--- config.mk ---
export PLATFORM = sky130hd
export DESIGN_NAME = piso_tx_arbiter
export DESIGN_NICKNAME = d
export VERILOG_FILES = /design/src/rtl/piso_tx_pkg.sv /design/src/rtl/rr_arbiter.sv /design/src/rtl/piso_tx_arbiter.sv
export SDC_FILE = /design/constraint.sdc
export NUM_CORES = 1
export LEC_CHECK = 0
export CAP_MARGIN = 15
export CORE_AREA = 2 2 64 60
export DETAILED_ROUTE_END_ITERATION = 12
export DIE_AREA = 0 0 66 62
export PLACE_DENSITY = 0.74
export SYNTH_ARGS = -nofsm -noshare
export SYNTH_HDL_FRONTEND = slang
export SYNTH_SLANG_ARGS = --single-unit
--- constraint.sdc ---
create_clock -name clk -period 3 [get_ports clk]
set_input_delay 0.45 -clock clk [delete_from_list [all_inputs] [get_ports clk]]
set_output_delay 0.45 -clock clk [all_outputs]
set_load 0.005 [all_outputs]
--- src/rtl/piso_tx_pkg.sv ---
// Shared types and frame constants for the PISO transmit arbiter and its shifter.
package piso_tx_pkg;

   typedef enum logic [1:0] {IDLE, START, SHIFT} state_t;

   localparam int unsigned FRAME_BITS = 8;
   localparam int unsigned BYTE_W     = 8;
   // Counter holds FRAME_BITS..1 during SHIFT.
   localparam int unsigned CNT_W      = $clog2(FRAME_BITS + 1);

endpackage

--- src/rtl/rr_arbiter.sv ---
// Combinational round-robin pick: first valid requester at or after ptr, wrapping.
module rr_arbiter #(
   parameter int unsigned NUM_REQ = 4,
   parameter int unsigned ID_W    = $clog2(NUM_REQ)
) (
   input  logic [NUM_REQ-1:0] valid,
   input  logic [ID_W-1:0]    ptr,
   output logic [NUM_REQ-1:0] grant,
   output logic [ID_W-1:0]    idx,
   output logic               found
);

   always_comb begin
      logic [ID_W-1:0] k;
      grant = '0;
      idx   = '0;
      found = 1'b0;
      k     = '0;
      for (int unsigned off = 0; off < NUM_REQ; off++) begin
         k = ID_W'((32'(ptr) + off) % NUM_REQ);
         if (!found && valid[k]) begin
            found    = 1'b1;
            grant[k] = 1'b1;
            idx      = k;
         end
      end
   end

endmodule

--- src/rtl/piso_tx_arbiter.sv ---
// Shares one 8-bit PISO shifter between NUM_REQ byte requesters with back-to-back frames.
// Define PISO_TX_ARB_FIXED_PRIO_EN for fixed lowest-index-wins priority instead of round-robin.
module piso_tx_arbiter
   import piso_tx_pkg::*;
#(
   parameter int unsigned NUM_REQ = 4,
   parameter int unsigned ID_W    = $clog2(NUM_REQ)
) (
   input  logic                      clk,
   input  logic                      rst_n,
   input  logic [NUM_REQ-1:0]        req_valid,
   input  logic [NUM_REQ*BYTE_W-1:0] req_data,
   output logic [NUM_REQ-1:0]        req_ready,
   output logic                      piso_load,
   output logic [BYTE_W-1:0]         piso_data,
   output logic                      busy,
   output logic [ID_W-1:0]           cur_id,
   output logic                      frame_done
);

   state_t             state_q, state_d;
   logic [CNT_W-1:0]   cnt_q, cnt_d;
   logic [ID_W-1:0]    cur_id_q, cur_id_d;
   logic [ID_W-1:0]    ptr_q;
   logic [NUM_REQ-1:0] grant;
   logic [ID_W-1:0]    gnt_idx;
   logic               gnt_found;
   logic               load_opp;
   logic               grant_en;
   logic [BYTE_W-1:0]  req_bytes [NUM_REQ];

   rr_arbiter #(
      .NUM_REQ (NUM_REQ),
      .ID_W    (ID_W)
   ) u_rr_arbiter (
      .valid (req_valid),
      .ptr   (ptr_q),
      .grant (grant),
      .idx   (gnt_idx),
      .found (gnt_found)
   );

   always_comb begin
      for (int unsigned i = 0; i < NUM_REQ; i++) begin
         req_bytes[i] = req_data[i*BYTE_W +: BYTE_W];
      end
   end

   // Gating with rst_n keeps every output at its reset value while reset is held.
   assign load_opp = rst_n && ((state_q == IDLE) ||
                               ((state_q == SHIFT) && (cnt_q == CNT_W'(1))));
   assign grant_en = load_opp && gnt_found;

`ifdef PISO_TX_ARB_FIXED_PRIO_EN
   assign ptr_q = '0;
`else
   logic [ID_W-1:0] ptr_d;

   always_comb begin
      ptr_d = ptr_q;
      if (grant_en) begin
         ptr_d = (gnt_idx == ID_W'(NUM_REQ - 1)) ? '0 : gnt_idx + 1'b1;
      end
   end

   always_ff @(posedge clk) begin
      if (!rst_n) begin
         ptr_q <= '0;
      end else begin
         ptr_q <= ptr_d;
      end
   end
`endif

   always_comb begin
      state_d    = state_q;
      cnt_d      = cnt_q;
      cur_id_d   = cur_id_q;
      piso_load  = 1'b0;
      req_ready  = '0;
      piso_data  = '0;
      frame_done = 1'b0;

      if (grant_en) begin
         piso_load = 1'b1;
         req_ready = grant;
         piso_data = req_bytes[gnt_idx];
         cur_id_d  = gnt_idx;
      end

      unique case (state_q)
         IDLE: begin
            if (grant_en) begin
               state_d = START;
               cnt_d   = CNT_W'(FRAME_BITS);
            end
         end
         START: state_d = SHIFT;
         SHIFT: begin
            cnt_d = cnt_q - CNT_W'(1);
            if (cnt_q == CNT_W'(1)) begin
               frame_done = 1'b1;
               if (grant_en) begin
                  state_d = START;
                  cnt_d   = CNT_W'(FRAME_BITS);
               end else begin
                  state_d = IDLE;
               end
            end
         end
         default: begin
            state_d = IDLE;
            cnt_d   = '0;
         end
      endcase
   end

   always_ff @(posedge clk) begin
      if (!rst_n) begin
         state_q  <= IDLE;
         cnt_q    <= '0;
         cur_id_q <= '0;
      end else begin
         state_q  <= state_d;
         cnt_q    <= cnt_d;
         cur_id_q <= cur_id_d;
      end
   end

   assign busy   = (state_q != IDLE);
   assign cur_id = cur_id_q;

endmodule

Yosys cells after proc, flatten, opt, wreduce, memory -nomap -nowiden --
Cells that the tools add are included.
Word-level totals: logic and storage cells 92, output and inout bits 17, bits in writable memories 0, latch bits 0, memories kept 0, bits in read-only memories 0, register bits 10
Operators by class: add/subtract/negate cells 5, shifts and indexed selects 0, reduce and logical (&&, ||, !) cells 18, bitwise operators 5, order comparisons 9, equal/unequal tests 6, mux-type cells 45, div/mod/pow operators 0, multiply operators 0
Operator list (count):
- $mux 4 | 8
- $mux 8 | 3
- $bmux 8 s2 | 1
- $mux 1 | 16
- $mux 2 | 7
- $lt 2x3->1 const B | 4
- $or 4x4->4 | 3
- $pmux 4 s3 | 1
- $logic_and 1x1->1 | 10
- $bmux 1 s2 | 4
- $demux 1 s2 | 4
- $ge 2x1->1 const B | 4
- $pmux 2 s3 | 1
- $add 2x1->2 const B | 2
- $add 2x2->2 const B | 2
- $eq 2x2->1 const B | 2
- $eq 4x1->1 const B | 1
- $reduce_and 2->1 | 2
- $sub 4x1->4 const B | 1
- $ge 3x3->1 const B | 1
- $logic_not 1->1 | 3
- $not 2->3 | 1
- $eq 2x1->1 const B | 1
- $logic_not 2->1 | 1
- other kinds (5) | 5

Depth between registers and ports, before layout --
depth after elaboration 17, gate-level depth with buffers 12, mapped depth without buffers 8

Hierarchy --
Synthesis repeated with hierarchy kept, for this count alone.
Unflattened totals: cells, all modules 127, area total of the unflattened synthesis 1231.2 um2
Modules (own cells, without submodules):
- piso_tx_arbiter | cells each 82, instances 1, seq. area each 200.2 um2, area an instance 808.3 um2
- rr_arbiter | cells each 45, instances 1, seq. area each 0.0 um2, area an instance 422.9 um2

Worst setup path before layout --
OpenSTA, ideal clock, no wires.
kind reg-to-output, from register ptr_q[0], to output piso_data[5], cell stages (with the launch flop) 13, slack -144 ps, data required time 2550 ps, arrival 2694 ps, cell sequence dfxtp_1 > buf_6 > clkinv_1 > ha_1 > buf_6 > mux4_2 > o211ai_2 > o211a_1 > o21ai_1 > buf_6 > buf_12 > mux2i_1 > o22ai_1
Between the ends: cells in the longest elaborated chain, start to end 17, elaborated cells between the ends (all ways) 31, classes of those cells 3 x add/sub; 20 x mux; 1 x bitwise; 7 x reduce/logical
RTL lines:
- start, declared | line piso_tx_arbiter.sv:24 | logic [ID_W-1:0] ptr_q;
- start signal, assigned | line piso_tx_arbiter.sv:70 | ptr_q <= ptr_d;
- branches (longest 16 deep; another with $add 2x1->2)
- $mux 8 * | line piso_tx_arbiter.sv:84 | if (grant_en) begin
- end, declared | line piso_tx_arbiter.sv:15 | output logic [BYTE_W-1:0] piso_data,
Mark *: on every way between the ends. The select of a mux whose other input is x is not followed.

Final worst setup path --
from register ptr_q[0], to output piso_data[7]
Same word-level chain as after synthesis.

==> flow_summary.rst <==
.. list-table::
   :header-rows: 1

   * - Metric
     - Value
   * - Run status
     - finished with violations
   * - Violated checks
     - setup timing
   * - Number of distinct library cells after synthesis
     - between 40 and 50
   * - Logic pwr share
     - 0.811
   * - Diode count
     - 0
   * - Highest fanout seen on the critical path
     - 7
   * - Cell with the most instances after synthesis
     - sky130_fd_sc_hd__mux2i_1
   * - GR Util All Layers
     - 0.161
   * - Count of buffering cells on the critical path with inverters included
     - 4
   * - Clock tree from TritonCTS
     - done
   * - Height of the die
     - 62 microns
   * - Power density cells
     - roughly 800 nW/um^2
   * - Number of clock sinks seen by CTS
     - 10
   * - Nets in the synthesized netlist
     - a little under 200
   * - Worst-case hold path end point
     - cur_id[0]$_SDFFE_PN0P_
   * - Most frequent cell on the critical path
     - sky130_fd_sc_hd__buf_12
   * - Routed wirelength normalized by instance count
     - around 13 microns
   * - Final clock skew
     - around 0.0032 ns
   * - Highest clock rate
     - about 0.33 GHz
   * - Fraction of layout instances using a drive strength above 1
     - 0.325
   * - Synthesized cell area
     - roughly 1300 sq um
   * - CTS buffer count
     - 3
   * - Wire length of the first global-routing pass
     - roughly 5200 microns
   * - Gate count of the mapped netlist
     - around 150
   * - Commonest cells post-synth
     - sky130_fd_sc_hd__mux2i_1 (20), sky130_fd_sc_hd__nor2_1 (17), sky130_fd_sc_hd__dfxtp_1 (10), sky130_fd_sc_hd__ha_1 (10), sky130_fd_sc_hd__o22ai_1 (8)
   * - Area growth syn-to-layout
     - 70.7%
   * - Final min period
     - slightly above 3 ns
   * - Clock latency on the worst-skew pair
     - around 0.23 ns
   * - Required arrival time at the worst endpoint
     - about 2.6 ns
   * - Setup repair after global routing missed its margin
     - true
   * - I/O pin cnt
     - 55
   * - Number of port buffers
     - 54
   * - Final Max Slew Viols
     - 0
   * - Worst setup slack for register-to-register paths
     - 0.60 ns
   * - # H-tree levels
     - 1
   * - Root cell of the clock tree
     - sky130_fd_sc_hd__clkbuf_8
   * - Net switching power
     - 0.677 mW
   * - Actual slew at the worst max-slew pin
     - 0.355 ns
   * - Vias in the first global route
     - between 1000 and 1500
   * - Die extent in x
     - between 60 and 70 microns
   * - Starting density of the core
     - 0.359
   * - Global placement routability congestion
     - 0.891
   * - Fraction of synthesis flops using an asynchronous set or reset pin
     - 0
   * - Worst Path Arrival
     - roughly 2.6 ns
   * - Primary flip-flop cell chosen by synthesis mapping
     - sky130_fd_sc_hd__dfxtp_1
   * - Flop and latch count out of synthesis
     - 10
   * - Hold path depth
     - 1
   * - Period utilisation layout
     - 1.01
   * - Cell taking the most area after synthesis
     - sky130_fd_sc_hd__dfxtp_1
   * - Per-cell via count in the routed design
     - ~5
   * - Die ar.
     - between 4000 and 5000 sq um
   * - Final Net Count
     - roughly 280
   * - Detailed-placement wirelength estimate
     - roughly 2600 microns
   * - Startpoint of the worst hold path
     - cur_id[0]$_SDFFE_PN0P_
   * - Int Power
     - roughly 1.0 mW
   * - Hold Slack
     - 0.502 ns
   * - EDFF count, synth
     - 0
   * - Clock Power Share
     - 0.080
   * - Leakage power
     - between 1 and 1.5 nW
   * - Vias after detailed routing
     - about 1400
   * - Remaining DRCs
     - 0
   * - Switching Share
     - 0.397
   * - Number of DRC violations after detailed-routing iteration 0
     - 54
   * - Cell-by-cell listing of the critical path
     - inv_4 > ha_4 > mux4_2 > o211ai_2 > o211a_1 > o21ai_4 > buf_12 > buf_12 > mux2i_1 > o22ai_1 > buf_2
   * - Core Footprint
     - about 3500 sq um
   * - Smallest setup slack after layout
     - -0.0207 ns
   * - Reg-to-reg critical path startpoint
     - ptr_q[0]$_SDFFE_PN0P_
   * - Final routed wirelength across all metal layers
     - between 3000 and 4000 microns
   * - Fill count
     - 312
   * - Final standard cell utilization of the core
     - 0.613
   * - Synth area leaders
     - sky130_fd_sc_hd__dfxtp_1 (16%), sky130_fd_sc_hd__mux2i_1 (16%), sky130_fd_sc_hd__ha_1 (9.9%), sky130_fd_sc_hd__nor2_1 (5.0%), sky130_fd_sc_hd__o22ai_1 (4.0%)
   * - Maximum root-to-sink buffer count
     - 2
   * - Yosys warnings
     - 0
   * - Cell Count, Final, Fillers Out
     - between 200 and 300
   * - First drt pass iteration count
     - 4
   * - Antenna violations before repair
     - 0
   * - Largest voltage drop on the vdd net
     - roughly 0.34 mV
   * - Sequential share of the synthesized area
     - 0.158
   * - Sequential share of power
     - 0.109
   * - Total overflow reported by the global router
     - 0
   * - Nature of the critical path endpoint
     - output port
   * - Class of the tightest hold or removal check
     - reg -> reg
   * - Placed cells
     - between 200 and 300
   * - Largest delay contributor family on the critical path
     - multiplexers
   * - Headroom to the max-slew limit
     - 0.761
   * - Syn Area/Cell
     - around 8.5 sq um
   * - Critical Path Start Type
     - register
   * - Area after detailed placement
     - slightly below 2000 sq um
   * - Final number of hold-violating endpoints
     - 0
   * - Antenna violation net count after detailed routing
     - 0
   * - Length in cells of the worst reg-to-reg path
     - 11
   * - Area share of the largest cell type after synthesis
     - 0.158
   * - Maximum number of pins on one net before global-route repair
     - 18
   * - Category of the most critical setup path
     - reg -> out
   * - Number of standard-cell rows in the floorplan
     - 21
   * - Slowest Stage Delay on Critical Path
     - between 0.5 and 0.6 ns
   * - Register clock-pin slew on the reported worst setup and hold paths
     - 0.05 ns
   * - Reg2reg end
     - ptr_q[1]$_SDFFE_PN0P_
   * - Final Setup Violations
     - 4
   * - Finished Cell Area
     - 2160 sq um
   * - Power, Total
     - between 1.5 and 2 mW
   * - Max_cap viols
     - 0
   * - Crit path max-delay cell type
     - sky130_fd_sc_hd__mux4_2
-- power by group through the flow --
stage,Combinational [mW],Sequential (mW),Clock (mW)
final,1.38,0.187,0.136
after global routing,1.49,0.190,0.148
after CTS,1.17,0.183,0.141
after detailed placement,1.14,0.185,0
after global placement,1.13,0.184,0
after floorplan,0.779,0.193,0
-- metrics by stage --
stage	TNS [ns]	setup slack, ns
detailed placement	-4.21	-0.404
global route	-0.621	-0.116
finish	-0.0598	-0.0207
global placement	-4.07	-0.404
CTS	-0.100	-0.0725
floorplan	0	0.0279
-- routing by layer --
metal  part of all wire  vias to the layer above  global-route usage
li1                   -                      708                   -
met1               0.44                      647               0.210
met2               0.52                       27               0.271
met3              0.025                        6              0.0180
met4              0.012                        0              0.0729
met5                  0                        -                   0
-- cells in the final DEF, fill, tap and decap left out, types with 5 or more instances in the layout --
master,instances
sky130_fd_sc_hd__nor2_1,15
sky130_fd_sc_hd__buf_2,8
sky130_fd_sc_hd__a21oi_1,5
sky130_fd_sc_hd__inv_1,6
sky130_fd_sc_hd__o22ai_1,8
sky130_fd_sc_hd__dfxtp_1,8
sky130_fd_sc_hd__buf_4,25
sky130_fd_sc_hd__clkdlybuf4s50_1,39
sky130_fd_sc_hd__mux2i_1,20
sky130_fd_sc_hd__ha_1,9
-- state kept, by name, indices dropped and copies added (netlist names) --
name	cells
cur_id	2
state_q	2
cnt_q	4
ptr_q	2
-- area by class of cell --
| type | count | area, sq um | share of cell area |
|---|---|---|---|
| Multi-Input combinational cell | 121 | 1050 | 0.486 |
| Clock buffer | 3 | 41.3 | 0.0191 |
| Sequential cell | 10 | 203 | 0.0939 |
| Inverter | 9 | 36.3 | 0.0168 |
| Tap cell | 46 | 57.6 | 0.0267 |
| Timing Repair Buffer | 85 | 772 | 0.357 |
-- cells by family after synthesis --
kind of cell,Yosys count,synth area share
flops,10,0.158
simple gates,43,0.180
xor+xnor,1,0.00693
fa+ha+maj,10,0.0989
compound gates,42,0.239
mux,25,0.227
buf+inv,18,0.0900
-- worst max path at each step --
stage,from,to,slack [ns],depth (start not counted)
after floorplan,ptr_q[0]$_SDFFE_PN0P_,piso_data[5],0.03,12
after CTS,ptr_q[0]$_SDFFE_PN0P_,piso_data[2],-0.07,11
final,ptr_q[0]$_SDFFE_PN0P_,piso_data[7],-0.02,11
after global placement,req_valid[0],piso_data[7],-0.40,8
after global routing,ptr_q[0]$_SDFFE_PN0P_,piso_data[0],-0.12,11
after detailed placement,req_valid[0],piso_data[7],-0.40,8
-- what timing repair did --
item | in CTS | in global routing
pin swaps | 4 | 16
endpoints found under the setup margin | 12 | 12
hold buffers | 0 | 0
gates resized for setup | 43 | 23
gates cloned | 0 | 1
setup buffers | 2 | 7
Note: power is estimated with default switching activity, not from simulation.
